===== src/rtl/mem_arb_pkg.sv =====
// mem_arb_pkg
//   Shared definitions for the data-RAM port arbiter: default RAM geometry,
//   the largest supported requester count, the requester-index type, the
//   per-port owner tag and a small index-wrap helper.
package mem_arb_pkg;

  localparam int ADDR_W    = 12;
  localparam int DATA_W    = 12;
  localparam int MEM_DEPTH = 4096;
  localparam int MAX_REQ   = 8;
  localparam int IDX_W     = 3;

  typedef logic [IDX_W-1:0] req_idx_t;

  // Owner tag that follows one RAM port access through the RAM latency.
  typedef struct packed {
    logic     valid;
    req_idx_t owner;
  } port_tag_t;

  // Index one past idx, wrapping at n requesters.
  function automatic req_idx_t next_idx(input req_idx_t idx, input int n);
    return (int'(idx) == n - 1) ? '0 : idx + req_idx_t'(1);
  endfunction

endpackage


===== src/rtl/rr_pick2.sv =====
// rr_pick2
//   Combinational two-winner round-robin picker. Scans the eligible mask
//   upward from rr_ptr (modulo N); the first eligible requester becomes
//   winner 1 and the second becomes winner 2.
// Ports:
//   eligible  in   N  requesters that may be granted this cycle
//   rr_ptr    in   3  scan start index (always < N)
//   gnt1      out  N  one-hot winner 1 (valid only with vld1)
//   gnt2      out  N  one-hot winner 2 (valid only with vld2)
//   vld1/vld2 out  1  winner present
module rr_pick2
  import mem_arb_pkg::*;
#(
  parameter int N = 4
) (
  input  logic [N-1:0] eligible,
  input  req_idx_t     rr_ptr,
  output logic [N-1:0] gnt1,
  output logic [N-1:0] gnt2,
  output logic         vld1,
  output logic         vld2
);

  localparam int PW = IDX_W + 1;
  typedef logic [PW-1:0] pos_t;

  logic [MAX_REQ-1:0] elig_w;
  req_idx_t           sel1;
  req_idx_t           sel2;
  pos_t               pos;

  // Widened so the 3-bit scan index always addresses a real bit.
  assign elig_w = MAX_REQ'(eligible);

  // NOTE: every always_comb output gets a default first so no path infers a latch.
  always_comb begin
    sel1 = '0;
    sel2 = '0;
    vld1 = 1'b0;
    vld2 = 1'b0;
    pos  = '0;
    for (int k = 0; k < N; k++) begin
      // rr_ptr + k is below 2N, so one conditional subtract is the modulo.
      pos = {1'b0, rr_ptr} + pos_t'(k);
      if (pos >= pos_t'(N)) pos = pos - pos_t'(N);
      if (elig_w[pos[IDX_W-1:0]]) begin
        if (!vld1) begin
          vld1 = 1'b1;
          sel1 = pos[IDX_W-1:0];
        end else if (!vld2) begin
          vld2 = 1'b1;
          sel2 = pos[IDX_W-1:0];
        end
      end
    end
  end

  always_comb begin
    gnt1 = '0;
    gnt2 = '0;
    for (int i = 0; i < N; i++) begin
      gnt1[i] = vld1 && (sel1 == req_idx_t'(i));
      gnt2[i] = vld2 && (sel2 == req_idx_t'(i));
    end
  end

endmodule


===== src/rtl/mem_port_arbiter.sv =====
// mem_port_arbiter
//   Shares the two ports of the dual-port data RAM between REQ_COUNT
//   requesters. Each cycle up to two pending requests win (round robin),
//   the RAM port signals load from registers, and one cycle after the RAM
//   access each port's read data is routed back to its owner with rvalid.
//   Writes also return rvalid; the RAM reads after writing, so rdata is the
//   written value.
// Optional feature (macro MEM_ARB_CONFLICT_CHECK_EN): when defined, a port-2
//   candidate that hits the port-1 winner's address with either side
//   writing is held back and stays pending.
// Ports:
//   clk, reset                  clock, synchronous active-high reset
//   req/req_we                  per-requester request and write flag
//   req_addr/req_wdata          flattened, requester i at [i*W +: W]
//   gnt                         one-cycle grant pulse
//   rvalid/rdata                one-cycle read-data return (flattened rdata)
//   mem_address*/datain*/write* registered RAM port drives
//   mem_dataout1/2              RAM registered read data
module mem_port_arbiter #(
  parameter int REQ_COUNT = 4,
  parameter int ADDR_W    = mem_arb_pkg::ADDR_W,
  parameter int DATA_W    = mem_arb_pkg::DATA_W
) (
  input  logic                        clk,
  input  logic                        reset,
  input  logic [REQ_COUNT-1:0]        req,
  input  logic [REQ_COUNT-1:0]        req_we,
  input  logic [REQ_COUNT*ADDR_W-1:0] req_addr,
  input  logic [REQ_COUNT*DATA_W-1:0] req_wdata,
  output logic [REQ_COUNT-1:0]        gnt,
  output logic [REQ_COUNT-1:0]        rvalid,
  output logic [DATA_W*REQ_COUNT-1:0] rdata,
  output logic [ADDR_W-1:0]           mem_address1,
  output logic [ADDR_W-1:0]           mem_address2,
  output logic [DATA_W-1:0]           mem_datain1,
  output logic [DATA_W-1:0]           mem_datain2,
  output logic                        mem_write1,
  output logic                        mem_write2,
  input  logic [DATA_W-1:0]           mem_dataout1,
  input  logic [DATA_W-1:0]           mem_dataout2
);
  import mem_arb_pkg::*;

  req_idx_t               rr_ptr;
  req_idx_t               ptr_nxt;
  logic [REQ_COUNT-1:0]   eligible;
  logic [REQ_COUNT-1:0]   pick1;
  logic [REQ_COUNT-1:0]   pick2;
  logic                   pick1_vld;
  logic                   pick2_vld;
  logic                   conflict;
  logic                   port2_ok;
  req_idx_t               idx1;
  req_idx_t               idx2;
  logic [ADDR_W-1:0]      addr1;
  logic [ADDR_W-1:0]      addr2;
  logic [DATA_W-1:0]      wdata1;
  logic [DATA_W-1:0]      wdata2;
  logic                   we1;
  logic                   we2;
  logic [REQ_COUNT-1:0]   issue_vec;
  port_tag_t              tag1_q;
  port_tag_t              tag2_q;
  port_tag_t              rtag1_q;
  port_tag_t              rtag2_q;

  // A requester is excluded in its grant cycle; it must drop or replace
  // its request after seeing gnt.
  assign eligible = req & ~gnt;

  rr_pick2 #(.N(REQ_COUNT)) u_pick (
    .eligible (eligible),
    .rr_ptr   (rr_ptr),
    .gnt1     (pick1),
    .gnt2     (pick2),
    .vld1     (pick1_vld),
    .vld2     (pick2_vld)
  );

  // Select the winners' request fields.
  always_comb begin
    idx1   = '0;
    idx2   = '0;
    addr1  = '0;
    addr2  = '0;
    wdata1 = '0;
    wdata2 = '0;
    we1    = 1'b0;
    we2    = 1'b0;
    for (int i = 0; i < REQ_COUNT; i++) begin
      if (pick1[i]) begin
        idx1   = req_idx_t'(i);
        addr1  = req_addr[i*ADDR_W +: ADDR_W];
        wdata1 = req_wdata[i*DATA_W +: DATA_W];
        we1    = req_we[i];
      end
      if (pick2[i]) begin
        idx2   = req_idx_t'(i);
        addr2  = req_addr[i*ADDR_W +: ADDR_W];
        wdata2 = req_wdata[i*DATA_W +: DATA_W];
        we2    = req_we[i];
      end
    end
  end

`ifdef MEM_ARB_CONFLICT_CHECK_EN
  assign conflict = pick1_vld && pick2_vld && (addr1 == addr2) && (we1 || we2);
`else
  // The system guarantees no same-address pair; the RAM resolves it port-2-wins.
  assign conflict = 1'b0;
`endif

  assign port2_ok = pick2_vld && !conflict;

  // Pointer moves past the last requester actually granted.
  always_comb begin
    ptr_nxt = rr_ptr;
    if (port2_ok)       ptr_nxt = next_idx(idx2, REQ_COUNT);
    else if (pick1_vld) ptr_nxt = next_idx(idx1, REQ_COUNT);
  end

  // Owners of the accesses the RAM performs at the coming edge.
  always_comb begin
    issue_vec = '0;
    for (int i = 0; i < REQ_COUNT; i++) begin
      issue_vec[i] = (tag1_q.valid && tag1_q.owner == req_idx_t'(i)) ||
                     (tag2_q.valid && tag2_q.owner == req_idx_t'(i));
    end
  end

  // RAM read data is already registered, so routing is a plain mux.
  always_comb begin
    rdata = '0;
    for (int i = 0; i < REQ_COUNT; i++) begin
      if (rtag1_q.valid && rtag1_q.owner == req_idx_t'(i))
        rdata[i*DATA_W +: DATA_W] = mem_dataout1;
      else if (rtag2_q.valid && rtag2_q.owner == req_idx_t'(i))
        rdata[i*DATA_W +: DATA_W] = mem_dataout2;
    end
  end

  // NOTE: state uses non-blocking assignments so every register samples pre-edge values.
  always_ff @(posedge clk) begin
    if (reset) begin
      gnt          <= '0;
      rvalid       <= '0;
      rr_ptr       <= '0;
      mem_write1   <= 1'b0;
      mem_write2   <= 1'b0;
      mem_address1 <= '0;
      mem_address2 <= '0;
      mem_datain1  <= '0;
      mem_datain2  <= '0;
      tag1_q       <= '0;
      tag2_q       <= '0;
      rtag1_q      <= '0;
      rtag2_q      <= '0;
    end else begin
      gnt    <= pick1 | (port2_ok ? pick2 : '0);
      rr_ptr <= ptr_nxt;

      // Idle ports keep address/data and never write.
      mem_write1 <= pick1_vld && we1;
      if (pick1_vld) begin
        mem_address1 <= addr1;
        mem_datain1  <= wdata1;
      end
      mem_write2 <= port2_ok && we2;
      if (port2_ok) begin
        mem_address2 <= addr2;
        mem_datain2  <= wdata2;
      end

      tag1_q  <= '{valid: pick1_vld, owner: idx1};
      tag2_q  <= '{valid: port2_ok,  owner: idx2};
      rtag1_q <= tag1_q;
      rtag2_q <= tag2_q;
      rvalid  <= issue_vec;
    end
  end

endmodule


===== config.mk =====
export PLATFORM = sky130hd
export DESIGN_NAME = mem_port_arbiter
export DESIGN_NICKNAME = d
export VERILOG_FILES = /design/src/rtl/mem_arb_pkg.sv /design/src/rtl/rr_pick2.sv /design/src/rtl/mem_port_arbiter.sv
export SDC_FILE = /design/constraint.sdc
export NUM_CORES = 1
export LEC_CHECK = 0
export CAP_MARGIN = 40
export CORE_MARGIN = 4
export CORE_UTILIZATION = 43
export CTS_CLUSTER_SIZE = 12
export DETAILED_ROUTE_END_ITERATION = 6
export GPL_ROUTABILITY_DRIVEN = 0
export PLACE_DENSITY = 0.81
export SKIP_LAST_GASP = 1
export SYNTH_ARGS = -nofsm -noshare
export SYNTH_HDL_FRONTEND = slang
export SYNTH_HIERARCHICAL = 1
export SYNTH_SLANG_ARGS = --single-unit

===== constraint.sdc =====
create_clock -name clk -period 7.5 [get_ports clk]
set_clock_uncertainty 0.2 [all_clocks]
set_input_delay 1.5 -clock clk [delete_from_list [all_inputs] [get_ports clk]]
set_output_delay 1.5 -clock clk [all_outputs]
set_load 0.02 [all_outputs]

## Word level (Yosys, flattened, before mapping)

Index checks and enable logic that the tools add are counted.

| storage, ports and cells | value |
|---|---|
| bits in registers | 77 |
| output and inout port bits | 106 |

| operators by class | value |
|---|---|
| order comparisons | 8 |
| equality and inequality tests | 20 |
| $add $sub $neg | 9 |
| reduce and logical (&&, ||, !) cells | 37 |
| mux-type cells | 80 |
| bitwise logic cells | 3 |

Operators with widths:

| cell | number |
|---|---|
| $mux W12 | 24 |
| $mux W3 | 27 |
| $eq A3 B2 Y1 const B | 12 |
| $logic_and A1 B1 Y1 | 26 |
| $mux W1 | 24 |
| $eq A3 B1 Y1 const B | 6 |
| $logic_not A3 Y1 | 6 |
| $lt A3 B4 Y1 const B | 4 |
| $bmux W1 S3 | 4 |
| $ge A4 B3 Y1 const B | 3 |
| $sub A3 B3 Y3 const B | 4 |
| $add A3 B2 Y4 const B | 2 |
| $add A3 B1 Y3 const B | 2 |
| $eq A3 B3 Y1 const B | 2 |
| $add A3 B1 Y4 const B | 1 |
| $and A4 B4 Y4 | 1 |
| $logic_or A1 B1 Y1 | 4 |
| $mux W4 | 1 |
| $not A4 Y4 | 1 |
| $or A4 B4 Y4 | 1 |
| $ge A3 B3 Y1 const B | 1 |
| $reduce_bool A2 Y1 | 1 |

## Longest topological paths before layout

| depth | value |
|---|---|
| depth in word-level cells | 21 |
| mapped depth | 18 |

## Modules after synthesis

The synthesis kept the hierarchy.

By module, submodules not included:

| module | instances | seq. area each (um^2) | cells an instance | area each (um^2) |
|---|---|---|---|---|
| mem_port_arbiter | 1 | 1,441.4 | 476 | 4,296.6 |
| rr_pick2 | 1 | 0.0 | 93 | 669.4 |

## Worst setup path after synthesis

No wires, ideal clock.

| timing | value |
|---|---|
| kind | input -> register |
| from | input port req[2] |
| to | register mem_address2[11] |
| setup time | 0.122 ns |
| path slack | 3.132 ns |
| stages | 14 |
| path buffers | 4 |
| arrival | 4.046 ns |
| required time | 7.178 ns |
| path through | nor2b_1 mux2_2 mux2_4 buf_6 ha_1 o21a_1 o32a_1 nor2_1 buf_4 nor4_1 and3_1 buf_6 buf_6 a221o_1 |

RTL lines:

| what | RTL line | text |
|---|---|---|
| from (decl) | mem_port_arbiter.sv:26 | `input logic [REQ_COUNT-1:0] req,` |
| $and A4 B4 Y4 * | mem_port_arbiter.sv:69 | `assign eligible = req & ~gnt;` |
| $bmux W1 S3 | rr_pick2.sv:46 | `if (elig_w[pos[IDX_W-1:0]]) begin` |
| $mux W1 (not written as such) | rr_pick2.sv:46 |  |
| $mux W1 | rr_pick2.sv:46 |  |
| $mux W3 / $mux W1 (equally long branches) | rr_pick2.sv:47 | `if (!vld1) begin` |
| $mux W3 / $mux W1 (equally long branches) | rr_pick2.sv:46 |  |
| $mux W3 | rr_pick2.sv:50 | `end else if (!vld2) begin` |
| $mux W3 | rr_pick2.sv:47 |  |
| $mux W3 | rr_pick2.sv:46 |  |
| $mux W3 | rr_pick2.sv:50 |  |
| $mux W3 | rr_pick2.sv:47 |  |
| $mux W3 | rr_pick2.sv:46 |  |
| $eq A3 B2 Y1 | rr_pick2.sv:63 | `gnt2[i] = vld2 && (sel2 == req_idx_t'(i));` |
| $logic_and A1 B1 Y1 * | rr_pick2.sv:63 |  |
| net pick2[2] | mem_port_arbiter.sv:48 | `logic [REQ_COUNT-1:0] pick2;` |
| $mux W12 * (2 in series) | mem_port_arbiter.sv:97 | `if (pick2[i]) begin` |
| to (signal assigned) | mem_port_arbiter.sv:170 | `mem_address2 <= addr2;` |
| to (decl) | mem_port_arbiter.sv:34 | `output logic [ADDR_W-1:0] mem_address2,` |

The timed path passes the listed nets; every way through them passes the cells marked *. The select of a mux whose other input is x is not followed.
A chain may end at the register's enable or synchronous reset.

## Final worst setup path

| timing | value |
|---|---|
| from | input port req[2] |
| to | register mem_datain2[1] |

RTL lines:

| what | RTL line | text |
|---|---|---|
| $and A4 B4 Y4 * | mem_port_arbiter.sv:69 |  |
| net eligible[2] | mem_port_arbiter.sv:46 | `logic [REQ_COUNT-1:0] eligible;` |
| $bmux W1 S3 | rr_pick2.sv:46 |  |
| $mux W1 (not written as such) | rr_pick2.sv:46 |  |
| $mux W1 | rr_pick2.sv:46 |  |
| $mux W3 / $mux W1 (equally long branches) | rr_pick2.sv:47 |  |
| $mux W3 / $mux W1 (equally long branches) | rr_pick2.sv:46 |  |
| $mux W3 | rr_pick2.sv:50 |  |
| $mux W3 | rr_pick2.sv:47 |  |
| $mux W3 | rr_pick2.sv:46 |  |
| $mux W3 | rr_pick2.sv:50 |  |
| $mux W3 | rr_pick2.sv:47 |  |
| $mux W3 | rr_pick2.sv:46 |  |
| $eq A3 B1 Y1 | rr_pick2.sv:63 |  |
| $logic_and A1 B1 Y1 * | rr_pick2.sv:63 |  |
| net pick2[1] | mem_port_arbiter.sv:48 |  |
| $mux W12 * (3 in series) | mem_port_arbiter.sv:97 |  |
| to (signal assigned) | mem_port_arbiter.sv:171 | `mem_datain2 <= wdata2;` |
| to (decl) | mem_port_arbiter.sv:36 | `output logic [DATA_W-1:0] mem_datain2,` |

Marked as above.

==> metrics.cfg <==
[sta]
max_freq_mhz = 186.5
relSlewSlack_pct = 35.97
final.period_utilization_pct = 71.49
rsz0062_at_grt = false
setup_total_negative_slack_ns = 0
finalMaxSlewViolations = 0
timing.final.setup_violations = 0
finalCriticalPeriod_ns = 5.362
final_hold_violation_count = 0
max_slew.worst_pin.slew_ns = 0.9605

[final_layout]
mostFrequentLayoutCell = clkdlybuf4s50_1
sequential_cell_area_um2 = 1441
final_cell_mix = clkdlybuf4s50_1 (234), dfxtp_1 (72), a22o_1 (49), a221oi_1 (49), a21oi_1 (43)
finalNetCount = 903
antenna_diode_count = 0
post_route_cells_drive_above_1_share_pct = 9.432
syn2layout_area_growth_pct = 54.17
multiInputGateArea_um2 = 3067
fillers = 885

[worst_setup_path]
critical_path.max_fanout = 13
end_kind = flip-flop
worst-endpoint-required_ns = 7.58
worst_ep_arrival_time_ns = 5.44
launching_element_type_of_the_critical_path = input pin
worst_setup_path_type = in -> reg

[routing]
dr.pass1.iters = 7
route.detailed.wl_per_inst_um = 22.10
drc = 0
via_per_inst = 6.491
routed-via-count = 5933
wirelength_mm = 20.20
antenna_violating_nets_post_route = 0
drt_iter0_drc = 526

[placement]
portBuffers = 235
place_hpwl_mm = 14.25

[power_and_ir_drop]
power.ir.vdd_worst_uv = 342.9
total_leakage_power_nw = 2.756
power-per-cell-area_nw_per_um2 = 498.6
total_power_mw = 3.817

[synthesis]
synth.yosys.seq_area_share_pct = 29.02
cell_area_synth_um2 = 4966
synth_area_leaders = dfxtp_1 (29%), a221oi_1 (8.6%), a22o_1 (8.6%), a221o_1 (5.2%), a211oi_2 (4.8%)
synth_seq_cells = 72
synthesis.instances = 569
yosys.area.top_type_share_pct = 29.02
synth_edf_count = 0
ys.flop_type = dfxtp_1
yosysWarnings = 6
synth_area_per_cell_um2 = 8.728
netlist-cell-type-count = 57
synth_area_leader_cell = dfxtp_1
ys_async_sr_fraction_pct = 0

[floorplan]
die_area_um2 = 13330
dieWidth_um = 115.5
placement_rows = 38
core-area_um2 = 11080
effective_utilization_at_floorplan_pct = 44.83
io_pins = 236
die_h_um = 115.5

[global_routing]
first_global_vias = 6153
globalRouteTotalUtil_pct = 29.50
first_pass_grt_wire_length_mm = 31.43
grt_max_degree = 56
grt-ovfl-total = 0
antenna_found_initial = 0

[worst_hold_path]
timing.hold.worst.class = reg -> reg

[clock_network]
tritoncts.num_buffers = 9
root_buffer = clkbuf_16
clock-sinks = 72
cts_buffer_depth = 2
post-cts-setup-buffer-count = 0
clkTransAtPathRegs_ns = 0.06
cts_resized = 0
tritoncts = built
cts_max_level = 3
cts.hold.buffers_added = 0
insertion_delay_ns = 0.34

[status]
outcome = complete, no violations

[run]
max_cap_violations = 0

flip-flops by register name, indices dropped and copies added, names as in the netlist, 3 cells and up:
register      count
mem_address2     12
gnt               4
tag1_q            3
mem_datain1      12
mem_address1     12
rtag1_q           3
rtag2_q           3
tag2_q            3
mem_datain2      12
rvalid            4
cell usage after synthesis (all sizes together) (2+ instances only):
library cell and instances:
a211oi 24, a221oi 49, nor2 31, and3 2, o22ai 27, buf 37, ha 4, o21a 2
nand2b 5, inv 33, a221o 26, and2 3, and3b 3, a22oi 24, mux2 4, nor3 7
a22o 49, dfxtp 72, or2 2, o21ai 11, nand3b 28, clkbuf 27, nand2 13, or3 3
nor3b 3, mux4 2, mux2i 5, nor2b 14, a21oi 43
per-layer routing:
| metal | track usage [%] | wire [um] | part of all wire (%) |
|---|---|---|---|
| met1 | 33.51 | 7236 | 36 |
| met2 | 52.66 | 9926 | 49 |
| met3 | 7.050 | 2443 | 12 |
| met4 | 12.68 | 589 | 2.9 |
| met5 | 0 | 0 | 0 |
logic make-up after synthesis:
| kind of cell | after synthesis | share of synthesized area, % |
|---|---|---|
| flops | 72 | 29.02 |
| buf+inv | 97 | 9.826 |
| fa+ha+maj | 4 | 1.008 |
| compound gates | 264 | 42.50 |
| simple gates | 118 | 14.31 |
| other cells | 1 | 0.07551 |
| xor+xnor | 2 | 0.3528 |
| mux | 11 | 2.897 |
layout make-up:
type | count | area share [%]
well taps | 140 | 2.288
flip-flops and latches | 72 | 18.83
clock buffers | 11 | 3.301
multi-input cells | 402 | 40.06
clock inverters | 5 | 1.030
repair buffers | 251 | 32.88
inverters | 33 | 1.618
critical path: stages:
cell and delay, ns:
clkdlybuf4s50_1 0.45, nor2b_1 0.35, mux2i_1 0.24, o22ai_1 0.80, nor2_1 0.08, o21a_1 0.20
o32a_1 0.41, and2_1 0.20, nor4_1 0.25, and3_1 0.55, buf_8 0.24, a221o_1 0.16
final timing paths:
| check | from | to | slack [ns] | cells past startpoint |
|---|---|---|---|---|
| min | mem_datain2[1] | mem_datain2[1] | 0.29 | 1 |
| min reg2reg | mem_datain2[1] | mem_datain2[1] | 0.29 | 1 |
| max | req[2] | mem_datain2[1] | 2.14 | 12 |
| max reg2reg | rr_ptr[0] | mem_datain2[1] | 2.64 | 12 |
power by group:
group	internal, mW	switching (mW)	leakage [nW]
Sequential	0.500	0.0895	0.592
Combinational	1.14	1.61	2.00
Clock	0.309	0.168	0.165
through the flow:
| step | worst slack (ns) | instances | util, % | hold WS, ns | instance area [um^2] |
|---|---|---|---|---|---|
| after floorplan | 3.132 | 571 | - | 0.2533 | 4974 |
| after global placement | 1.749 | 892 | 65.26 | 0.2645 | 7229 |
| after detailed placement | 1.871 | 898 | 66.12 | 0.2695 | 7325 |
| after CTS | 2.207 | 914 | 69.11 | 0.2929 | 7656 |
| after global routing | 1.806 | 914 | 69.11 | 0.3040 | 7656 |
| final | 2.138 | 914 | 69.11 | 0.2935 | 7656 |
No activity file was read; power rests on OpenSTA's default activity.
